**config.mk**
```make
export PLATFORM = sky130hd
export DESIGN_NAME = multicycle_control_unit
export DESIGN_NICKNAME = d
export VERILOG_FILES = /design/src/rtl/multicycle_control_unit.sv
export SDC_FILE = /design/constraint.sdc
export NUM_CORES = 1
export LEC_CHECK = 0
export ABC_AREA = 1
export CAP_MARGIN = 20
export CORE_AREA = 4 4 51 53
export DETAILED_ROUTE_END_ITERATION = 6
export DIE_AREA = 0 0 55 57
export PLACE_DENSITY = 0.68
export SETUP_SLACK_MARGIN = 0.3
export SYNTH_ARGS = -nofsm -noshare
export SYNTH_HDL_FRONTEND = slang
export SYNTH_SLANG_ARGS = --single-unit
```
**constraint.sdc**
```tcl
create_clock -name clk -period 3.4 [get_ports clk]
set_input_delay 1.02 -clock clk [delete_from_list [all_inputs] [get_ports clk]]
set_output_delay 1.02 -clock clk [all_outputs]
set_load 0.02 [all_outputs]
```
**src/rtl/multicycle_control_unit.sv**
```systemverilog
// Multi-cycle RV32I control FSM: FETCH/DECODE/EXECUTE/MEMORY/WRITEBACK with a bounded memory handshake and a sticky TRAP.
// Optional retired-instruction counter enabled by defining MULTICYCLE_CONTROL_INSTRET_EN.
module multicycle_control_unit #(
    parameter int MEM_TIMEOUT   = 16,
    parameter int COUNTER_WIDTH = 32
) (
    input  logic       clk,
    input  logic       reset,
    input  logic [6:0] instruction_opcode,
    input  logic       mem_ack,
    output logic       instr_fetch,
    output logic       memory_read,
    output logic       memory_write,
    output logic       ir_write,
    output logic       pc_write,
    output logic       branch,
    output logic       pc_source,
    output logic [1:0] alu_src_a,
    output logic [1:0] alu_src_b,
    output logic [1:0] aluop,
    output logic [1:0] memory_to_reg,
    output logic       reg_write,
    output logic       trap,
    output logic [2:0] state
`ifdef MULTICYCLE_CONTROL_INSTRET_EN
    ,
    output logic [COUNTER_WIDTH-1:0] instret
`endif
);

    typedef enum logic [2:0] {
        S_FETCH     = 3'b000,
        S_DECODE    = 3'b001,
        S_EXECUTE   = 3'b010,
        S_MEMORY    = 3'b011,
        S_WRITEBACK = 3'b100,
        S_TRAP      = 3'b111
    } state_t;

    localparam logic [6:0] OP_R     = 7'b0110011;
    localparam logic [6:0] OP_I     = 7'b0010011;
    localparam logic [6:0] OP_LOAD  = 7'b0000011;
    localparam logic [6:0] OP_STORE = 7'b0100011;
    localparam logic [6:0] OP_BR    = 7'b1100011;
    localparam logic [6:0] OP_JAL   = 7'b1101111;
    localparam logic [6:0] OP_JALR  = 7'b1100111;
    localparam logic [6:0] OP_LUI   = 7'b0110111;
    localparam logic [6:0] OP_AUIPC = 7'b0010111;

    localparam int CNT_W = $clog2(MEM_TIMEOUT);
    localparam logic [CNT_W-1:0] CNT_LAST = CNT_W'(MEM_TIMEOUT - 1);

    state_t           state_reg;
    logic [CNT_W-1:0] wait_cnt_reg;
    logic             opcode_legal;
    logic             is_load;
    logic             is_store;
    logic             is_ctrl_xfer;

    assign is_load      = (instruction_opcode == OP_LOAD);
    assign is_store     = (instruction_opcode == OP_STORE);
    assign is_ctrl_xfer = (instruction_opcode == OP_BR) || (instruction_opcode == OP_JAL) ||
                          (instruction_opcode == OP_JALR);
    assign opcode_legal = is_load || is_store || is_ctrl_xfer ||
                          (instruction_opcode == OP_R) || (instruction_opcode == OP_I) ||
                          (instruction_opcode == OP_LUI) || (instruction_opcode == OP_AUIPC);
    assign state = state_reg;

    always_ff @(posedge clk) begin
        if (reset) begin
            state_reg    <= S_FETCH;
            wait_cnt_reg <= '0;
        end else begin
            case (state_reg)
                // FETCH and MEMORY share the wait counter; an ack on the last allowed cycle still wins.
                S_FETCH: begin
                    if (mem_ack) begin
                        state_reg    <= S_DECODE;
                        wait_cnt_reg <= '0;
                    end else if (wait_cnt_reg == CNT_LAST) begin
                        state_reg    <= S_TRAP;
                        wait_cnt_reg <= '0;
                    end else begin
                        wait_cnt_reg <= wait_cnt_reg + 1'b1;
                    end
                end
                S_DECODE: begin
                    wait_cnt_reg <= '0;
                    state_reg    <= opcode_legal ? S_EXECUTE : S_TRAP;
                end
                S_EXECUTE: begin
                    if (is_load || is_store)
                        state_reg <= S_MEMORY;
                    else if (is_ctrl_xfer)
                        state_reg <= S_FETCH;
                    else if (opcode_legal)
                        state_reg <= S_WRITEBACK;
                    else
                        state_reg <= S_TRAP;
                end
                S_MEMORY: begin
                    if (!(is_load || is_store)) begin
                        state_reg <= S_TRAP;
                    end else if (mem_ack) begin
                        state_reg    <= is_load ? S_WRITEBACK : S_FETCH;
                        wait_cnt_reg <= '0;
                    end else if (wait_cnt_reg == CNT_LAST) begin
                        state_reg    <= S_TRAP;
                        wait_cnt_reg <= '0;
                    end else begin
                        wait_cnt_reg <= wait_cnt_reg + 1'b1;
                    end
                end
                S_WRITEBACK: state_reg <= S_FETCH;
                S_TRAP:      state_reg <= S_TRAP;
                default:     state_reg <= S_TRAP;
            endcase
        end
    end

    // Control strobes are decoded from the current state; FETCH adds the Mealy ack terms.
    always_comb begin
        instr_fetch   = 1'b0;
        memory_read   = 1'b0;
        memory_write  = 1'b0;
        ir_write      = 1'b0;
        pc_write      = 1'b0;
        branch        = 1'b0;
        pc_source     = 1'b0;
        alu_src_a     = 2'b00;
        alu_src_b     = 2'b00;
        aluop         = 2'b00;
        memory_to_reg = 2'b00;
        reg_write     = 1'b0;
        trap          = 1'b0;
        if (reset) begin
            alu_src_b = 2'b10;
        end else begin
            case (state_reg)
                S_FETCH: begin
                    instr_fetch = 1'b1;
                    memory_read = 1'b1;
                    alu_src_a   = 2'b01;
                    alu_src_b   = 2'b10;
                    ir_write    = mem_ack;
                    pc_write    = mem_ack;
                end
                S_EXECUTE: begin
                    case (instruction_opcode)
                        OP_LOAD, OP_STORE: alu_src_b = 2'b01;
                        OP_R:              aluop = 2'b10;
                        OP_I: begin
                            alu_src_b = 2'b01;
                            aluop     = 2'b11;
                        end
                        OP_LUI: begin
                            alu_src_a = 2'b10;
                            alu_src_b = 2'b01;
                        end
                        OP_AUIPC: begin
                            alu_src_a = 2'b01;
                            alu_src_b = 2'b01;
                        end
                        OP_BR: begin
                            aluop     = 2'b01;
                            branch    = 1'b1;
                            pc_source = 1'b1;
                        end
                        OP_JAL, OP_JALR: begin
                            alu_src_a     = (instruction_opcode == OP_JAL) ? 2'b01 : 2'b00;
                            alu_src_b     = 2'b01;
                            pc_write      = 1'b1;
                            pc_source     = 1'b1;
                            reg_write     = 1'b1;
                            memory_to_reg = 2'b10;
                        end
                        default: ;
                    endcase
                end
                S_MEMORY: begin
                    memory_read  = is_load;
                    memory_write = is_store;
                end
                S_WRITEBACK: begin
                    reg_write     = 1'b1;
                    memory_to_reg = is_load ? 2'b01 : 2'b00;
                end
                S_TRAP:  trap = 1'b1;
                default: ;
            endcase
        end
    end

`ifdef MULTICYCLE_CONTROL_INSTRET_EN
    logic retire;

    assign retire = (state_reg == S_WRITEBACK) ||
                    ((state_reg == S_EXECUTE) && is_ctrl_xfer) ||
                    ((state_reg == S_MEMORY) && is_store && mem_ack);

    always_ff @(posedge clk) begin
        if (reset)
            instret <= '0;
        else if (retire)
            instret <= instret + 1'b1;
    end
`endif

endmodule

```
### Word-level counts from Yosys, hierarchy flattened

Cells that the tools add are included.
W data, S select, Z words.

| storage, ports and cells | value |
|---|---|
| register bits | 7 |
| bits in latches | 0 |
| memory bits (writable) | 0 |
| ROM bits | 0 |
| bits of input ports | 10 |
| word-level logic and storage cells | 82 |
| memories kept | 0 |

| operators by class | value |
|---|---|
| add/sub/neg operators | 1 |
| multiply operators | 0 |
| divide/modulo/power cells | 0 |
| $lt $le $gt $ge | 0 |
| equality and inequality tests | 16 |
| shift operators | 0 |
| mux-type cells | 49 |
| bitwise operators | 0 |
| reduce and logical (&&, ||, !) cells | 14 |

Operator list:

| kind | count |
|---|---|
| $mux W3 | 8 |
| $eq A7 B6 Y1 const B | 3 |
| $eq A7 B7 Y1 const B | 3 |
| $mux W1 | 21 |
| $pmux W3 S5 | 1 |
| $eq A7 B5 Y1 const B | 2 |
| $mux W2 | 7 |
| $mux W4 | 3 |
| $pmux W2 S2 | 3 |
| $pmux W2 S3 | 2 |
| $pmux W4 S3 | 1 |
| $logic_or A1 B1 Y1 | 8 |
| $eq A7 B2 Y1 const B | 1 |
| $reduce_or A7 Y1 | 1 |
| $eq A3 B2 Y1 const B | 2 |
| $eq A3 B3 Y1 const B | 2 |
| $pmux W1 S2 | 3 |
| $add A4 B1 Y4 const B | 1 |
| $eq A4 B4 Y1 const B | 1 |
| $eq A3 B1 Y1 const B | 1 |
| $logic_not A3 Y1 | 1 |
| $reduce_bool A3 Y1 | 1 |
| $reduce_or A3 Y1 | 1 |
| $ne A2 B2 Y1 const B | 1 |
| other kinds (2) | 2 |

### Logic depth before layout (Yosys ltp)

Gate-level depths: netlist of run 1.

| depth | value |
|---|---|
| word-level depth | 12 |
| gate-level depth with buffers | 11 |
| mapped depth without buffers | 11 |

### Least setup slack after synthesis of run 1

No wires, ideal clock.

| path | value |
|---|---|
| kind | input port to output port |
| from | input instruction_opcode[4] |
| to | output alu_src_a[0] |
| data arrival time | 2.162 ns |
| slack | 0.218 ns |
| stages on the path | 7 |
| buffers on the path | 0 |
| cells stage by stage | inv_1 > nand2_1 > nor2_1 > nand2_1 > nor2_1 > inv_1 > o21ai_1 |

| between the ends | value |
|---|---|
| longest elaborated chain between the ends | 5 |
| elaborated cells on any way between the ends | 9 |
| classes of those cells | eq/ne: 4; mux: 4; reduce/logical: 1 |

Ends and longest elaborated chain:

| element | RTL line | source |
|---|---|---|
| start, declared | 9 | `input logic [6:0] instruction_opcode,` |
| $eq A7 B7 Y1, on equally long branches | 149, 170 |  |
| $mux W1 or $reduce_or A2 Y1 (tied branches) | 170, 149 |  |
| $pmux W2 S3 * | 149 | `case (instruction_opcode)` |
| $pmux W2 S2 * | 139 | `case (state_reg)` |
| $mux W2 * | 136 | `if (reset) begin` |
| end, declared | 18 | `output logic [1:0] alu_src_a,` |

Every way passes the cells marked *; elsewhere a longest branch is shown, timed or not.

### Worst setup path in the final report of run 1

| path | value |
|---|---|
| from | input reset |
| to | output memory_write |

| between the ends | value |
|---|---|
| longest elaborated chain between the ends | 1 |

Ends and longest elaborated chain:

| element | RTL line | source |
|---|---|---|
| start, declared | 8 | `input logic reset,` |
| $mux W1 | 136 |  |
| end, declared | 13 | `output logic memory_write,` |

Every way passes these cells.

==> summary.md, run 1 <==
| Metric | Value |
|---|---|
| CTS hold repair buffers | `0` |
| Sequential share of the synthesized area | `19.7%` |
| Register Area | `between 100 and 150 µm²` |
| Worst slew margin relative to its limit | `~78%` |
| Leak pwr | `0.000706 µW` |
| Clk Latency, worst-skew pair | `roughly 0.26 ns` |
| Starting density of the core | `33.1%` |
| Post-synthesis cell area | `712 µm²` |
| Synth-to-layout area growth | `76.3%` |
| Outcome | `finished clean` |
| Initial antenna violation count | `0` |
| Final setup viols | `0` |
| Post-Route Skew | `0.00295 ns` |
| Reg2Reg Setup Slack | `2.03 ns` |
| Commonest cells after routing, fill and taps aside | `34 x nand2_1, 29 x buf_4, 19 x inv_1` |
| Min-Delay Path Depth | `2` |
| Critical Path RT | `2.38 ns` |
| Share of the synthesized area in the top cell type | `about a fifth` |
| Smallest hold slack | `about 0.5 ns` |
| Layout cell share with drive strength beyond 1 | `40.8%` |
| Most common cell after layout, fill and taps aside | `nand2_1` |
| Dpl hpwl | `around 1800 µm` |
| Pwr Total | `580 µW` |
| Critical R2R Capture | `wait_cnt_reg[2]` |
| CTS Buf Count | `3` |
| Crit-path max FO | `7` |
| Cell depth of the worst flop-to-flop path | `7` |
| RSZ-0062 raised after global routing | `true` |
| Syn Inst Count | `131` |
| GRT Util Overall | `18.7%` |
| Ys Warns | `0` |
| DRC | `0` |
| Clk pin slew, worst setup/hold paths | `0.06 ns` |
| Max FFs per register | `4` |
| #FFs+latches synth | `7` |
| Reg-to-Reg Start | `state[0]` |
| Worst VDD drop | `256 µV` |
| Min Tclk post-route | `3.02 ns` |
| Setup CP Type | `in -> out` |
| Hold Startpoint | `wait_cnt_reg[0]` |
| Synthesized area per cell | `5.43 µm²` |
| Final GP Congestion | `roughly 0.91` |
| H-tree Lvls | `1` |
| Post-Syn Nets | `142` |
| Max-cap violations | `0` |
| Die W | `about 55 µm` |
| Io pins | `30` |
| CTS root buf | `clkbuf_4` |
| Largest net degree at the start of global routing | `8` |
| Clock sink total | `7` |
| CTS tree | `yes` |
| End of the worst hold path | `wait_cnt_reg[0]` |
| Fin nets | `roughly 200` |
| Multi-input logic area | `543 µm²` |
| Initial DRC Count | `16` |
| Crit path DAT | `~2 ns` |
| Global-route wire length before repair | `approximately 4300 µm` |
| Min-delay worst type | `reg -> reg` |
| # diodes | `0` |
| DR vias | `1066` |
| Critical path endpoint category | `primary output` |
| Startpoint Class | `input port` |
| Synth area leaders | `nand2_1 20%, dfxtp_1 20%, inv_1 13%` |
| Hold Vio Cnt, Final | `0` |
| Final worst-path cycle share | `88.7%` |
| Pwr/cell area | `462 nW/µm²` |
| Pre-Repair DR Iteration Count | `4` |
| Clk buf depth | `2` |
| Post-synth top area cell | `nand2_1` |
| Number of placement rows | `17` |
| Die Y | `57 µm` |
| FILL cells | `197` |
| Routed WL | `about 2600 µm` |
| Core Area | `2150 µm²` |
| Fin. max-slew vios | `0` |
| Synth cell types | `21` |
| Vias in the first global route | `about 1000` |
| Worst slew pin tran | `0.332 ns` |
| FMAX | `331 MHz` |
| PortBufs | `29` |
| Die footprint | `3140 µm²` |
| Routed Antenna Nets | `0` |
| Grt total ovfl | `0` |
| Via density | `4.87` |
| DR WL/cell | `11.8 µm` |
-- area by class of cell --
type                       count  area share [%]
sequential                     7            11.2
tap                           28            2.79
inverter                      26            7.78
multi-input combinational     98            43.3
timing repair buffer          56            32.9
clock buffer                   4            2.09
-- Yosys cell counts (all sizes together) --
master	number
a21oi	8
a31oi	1
dfxtp	7
ha	1
inv	26
nand2	41
nand3	9
nand4	1
nor2	21
nor3	5
nor4	1
o21ai	9
xor2	1
-- per-stage QoR --
step           instances  setup TNS [ns]  setup slack [ns]  utilization [%]  instance area (µm²)
2_1_floorplan        131               0             0.293                -                  716
3_3_place_gp         203           -4.83            -0.465             53.7                 1150
3_5_place_dp         203           -5.21            -0.446             53.7                 1150
4_1_cts              217               0             0.308             57.1                 1230
5_1_grt              219               0             0.296             58.4                 1250
6_report             219               0             0.383             58.4                 1250
-- cells by family after synthesis --
| family | synth area share (%) |
|---|---|
| XOR/XNOR | 1.23 |
| buffers and inverters | 13.7 |
| flip-flops | 19.7 |
| AND/OR/NAND/NOR | 49.2 |
| AO/OA/AOI/OAI | 14.4 |
| adder cells (fa/ha/maj) | 1.76 |
-- critical path, cell delays in order --
cell and delay (ns):
dlygate4sd2_1 0.28, inv_2 0.10, buf_4 0.16, nand2_1 0.08
nor3_1 0.16, buf_2 0.19
-- what timing repair did --
item                                    CTS  global route
pin swaps                                11             8
setup buffers                            10             2
resized for setup                        93            21
endpoints found under the setup margin   17            12
-- worst max-delay path by stage --
stage                         to  depth (start not counted)                   from  slack, ns
floorplan               pc_write                          7  instruction_opcode[4]       0.29
global placement       pc_source                          9  instruction_opcode[2]      -0.47
detailed placement      aluop[0]                          9  instruction_opcode[2]      -0.45
CTS                 alu_src_b[0]                          8  instruction_opcode[6]       0.31
global route        alu_src_b[0]                          7                  reset       0.30
finish              memory_write                          6                  reset       0.38
-- layer usage --
layer,part of all wire [%],vias to the layer above,global-route usage (%)
met5,0,-,0
met4,3.6,0,10.1
met2,53,34,31.1
met1,39,491,20.8
li1,-,531,-
met3,4.3,10,5.22
-- power by group --
part | total, µW | switching (µW) | internal [µW]
registers | 139 | 31.2 | 108
clock network | 81.9 | 36.7 | 45.2
logic | 360 | 221 | 138
total | 580 | 289 | 291
(Power assumes the default switching activity.)
==> inputs of run 2 (changes only) <==
- CAP_MARGIN: 20 -> 5
- TNS_END_PERCENT: default -> 30
==> summary.md, run 2 (synthesized netlist as in run 1, its figures left out) <==
| Metric | Value |
|---|---|
| Outcome | `finished clean` |
| Setup CP Type | `in -> out` |
| Die footprint | `3140 µm²` |
| CTS Buf Count | `3` |
| Clock Power Share | `14.4%` |
| NetSw | `290 µW` |
| Hold Vio Cnt, Final | `0` |
| Initial antenna violation count | `0` |
| Pre-CTS setup slack | `-0.446 ns` |
| # diodes | `0` |
| Crit path cell chain | `dlygate4sd2_1 > inv_2 > buf_4 > nand2_1 > nor3_1 > buf_2` |
| Critical-path top delay cell | `dlygate4sd2_1` |
| Worst VDD drop | `roughly 260 µV` |
| Crit-path max cell delay | `0.28 ns` |
| Most common cell after layout, fill and taps aside | `nand2_1` |
| CTS tree | `yes` |
| Number of placement rows | `17` |
| Synth-to-layout area growth | `75.2%` |
| Internal | `~290 µW` |
| Worst Path Buf+Inv | `4` |
| Dpl hpwl | `1830 µm` |
| DRC | `0` |
| Final GP Congestion | `~0.91` |
| Core Area | `2150 µm²` |
| Register share of total power | `a little under a quarter` |
| Top delay family on crit path | `buffers and inverters` |
| Grt total ovfl | `0` |
| Fin. max-slew vios | `0` |
| Die W | `55 µm` |
| Initial DRC Count | `17` |
| Smallest hold slack | `0.499 ns` |
| Crit-path max FO | `7` |
| Routed Antenna Nets | `0` |
| Fin nets | `~200` |
| Die Y | `between 50 and 60 µm` |
| Leak pwr | `0.000705 µW` |
| Setup slack after layout | `0.381 ns` |
| Min-delay worst type | `reg -> reg` |
| Startpoint Class | `input port` |
| Vias in the first global route | `994` |
| Via density | `approximately 4.9` |
| Worst slew pin tran | `0.330 ns` |
| Pwr/cell area | `465 nW/µm²` |
| Max-cap violations | `0` |
| Global-route wire length before repair | `4330 µm` |
| Critical path endpoint category | `primary output` |
| PortBufs | `29` |
| RSZ-0062 raised after global routing | `true` |
| FMAX | `331 MHz` |
| Clock sink total | `7` |
| DR WL/cell | `11.8 µm` |
| FILL cells | `200` |
| Final worst-path cycle share | `88.8%` |
| GRT Util Overall | `a little under a fifth` |
| Critical Path RT | `2.38 ns` |
| Commonest cells after routing, fill and taps aside | `35 x nand2_1, 28 x buf_4, 19 x inv_1` |
| Clk Latency, worst-skew pair | `around 0.26 ns` |
| Routed WL | `approximately 2600 µm` |
| Combinational group share of total power | `between 60% and 70%` |
| Final core utilization | `58.1%` |
| Crit path DAT | `2.00 ns` |
| Min Tclk post-route | `3.02 ns` |
| Clk buf depth | `2` |
| H-tree Lvls | `1` |
| Final setup viols | `0` |
| Largest net degree at the start of global routing | `8` |
| Starting density of the core | `approximately 33%` |
| Clk pin slew, worst setup/hold paths | `about 0.06 ns` |
| Layout cell share with drive strength beyond 1 | `39.5%` |
| Post-Route Skew | `between 0.003 and 0.004 ns` |
| Pre-Repair DR Iteration Count | `4` |
| CTS hold repair buffers | `0` |
| Pwr Total | `580 µW` |
| CTS root buf | `clkbuf_4` |
| Switching share of power | `50.0%` |
| Io pins | `30` |
| DR vias | `~1100` |
| Max FFs per register | `4` |
| Worst slew margin relative to its limit | `between 70% and 80%` |
run 2: cell count changes in the layout (fill, tap and decap cells not counted), sizes merged:
cell / before / now
dlygate4sd2: 6 / 8
buf: 40 / 39
clkbuf: 9 / 8
clkdlybuf4s15: 1 / 0
run 2: through the flow:
stage | setup TNS (ns) | cells | area, µm²
2_1_floorplan | 0 | 131 | 716
3_3_place_gp | -4.83 | 203 | 1150
3_5_place_dp | -5.21 | 203 | 1150
4_1_cts | 0 | 217 | 1230
5_1_grt | 0 | 218 | 1250
6_report | 0 | 218 | 1250
run 2: timing repair:
action	CTS	global route
setup endpoints to repair	17	12
endpoints found under the hold margin	0	0
setup buffers	10	1
pin swaps	11	4
gates resized for setup	93	17
run 2: worst reg2reg max path, stage by stage (launching register included):
cell and delay [ns]:
dfxtp_1 0.41, nand2_2 0.11, nor2_4 0.14, inv_2 0.07, o21ai_4 0.23, inv_1 0.09
o21ai_0 0.17, nor2_1 0.05
run 2: power by group through the flow:
stage | logic (µW) | registers [µW] | clock network [µW]
finish | 358 | 139 | 83.5
global route | 400 | 142 | 90.1
CTS | 351 | 139 | 84.7
detailed placement | 363 | 141 | 0
global placement | 361 | 139 | 0
floorplan | 213 | 150 | 0
run 2: routing by layer:
metal	global-route usage [%]	part of all wire (%)	vias up
met3	5.22	4.7	8
met5	0	0	-
met1	20.8	39	500
met4	10.1	3.5	0
li1	-	-	531
met2	31.1	53	34
run 2: area by class of cell:
cell class,instances,area [µm²],share of cell area (%)
Clock buffer,4,26.3,2.11
Inverter,26,97.6,7.82
Multi-Input combinational cell,98,541,43.3
Sequential cell,7,140,11.2
Tap cell,28,35.0,2.81
Timing Repair Buffer,55,408,32.7
run 2: final timing paths:
path | from | to | slack, ns | cells past startpoint
setup reg to reg | state[0] | wait_cnt_reg[2] | 2.03 | 7
hold reg to reg | wait_cnt_reg[0] | wait_cnt_reg[0] | 0.50 | 2
hold / removal | wait_cnt_reg[0] | wait_cnt_reg[0] | 0.50 | 2
setup / recovery | reset | memory_write | 0.38 | 6
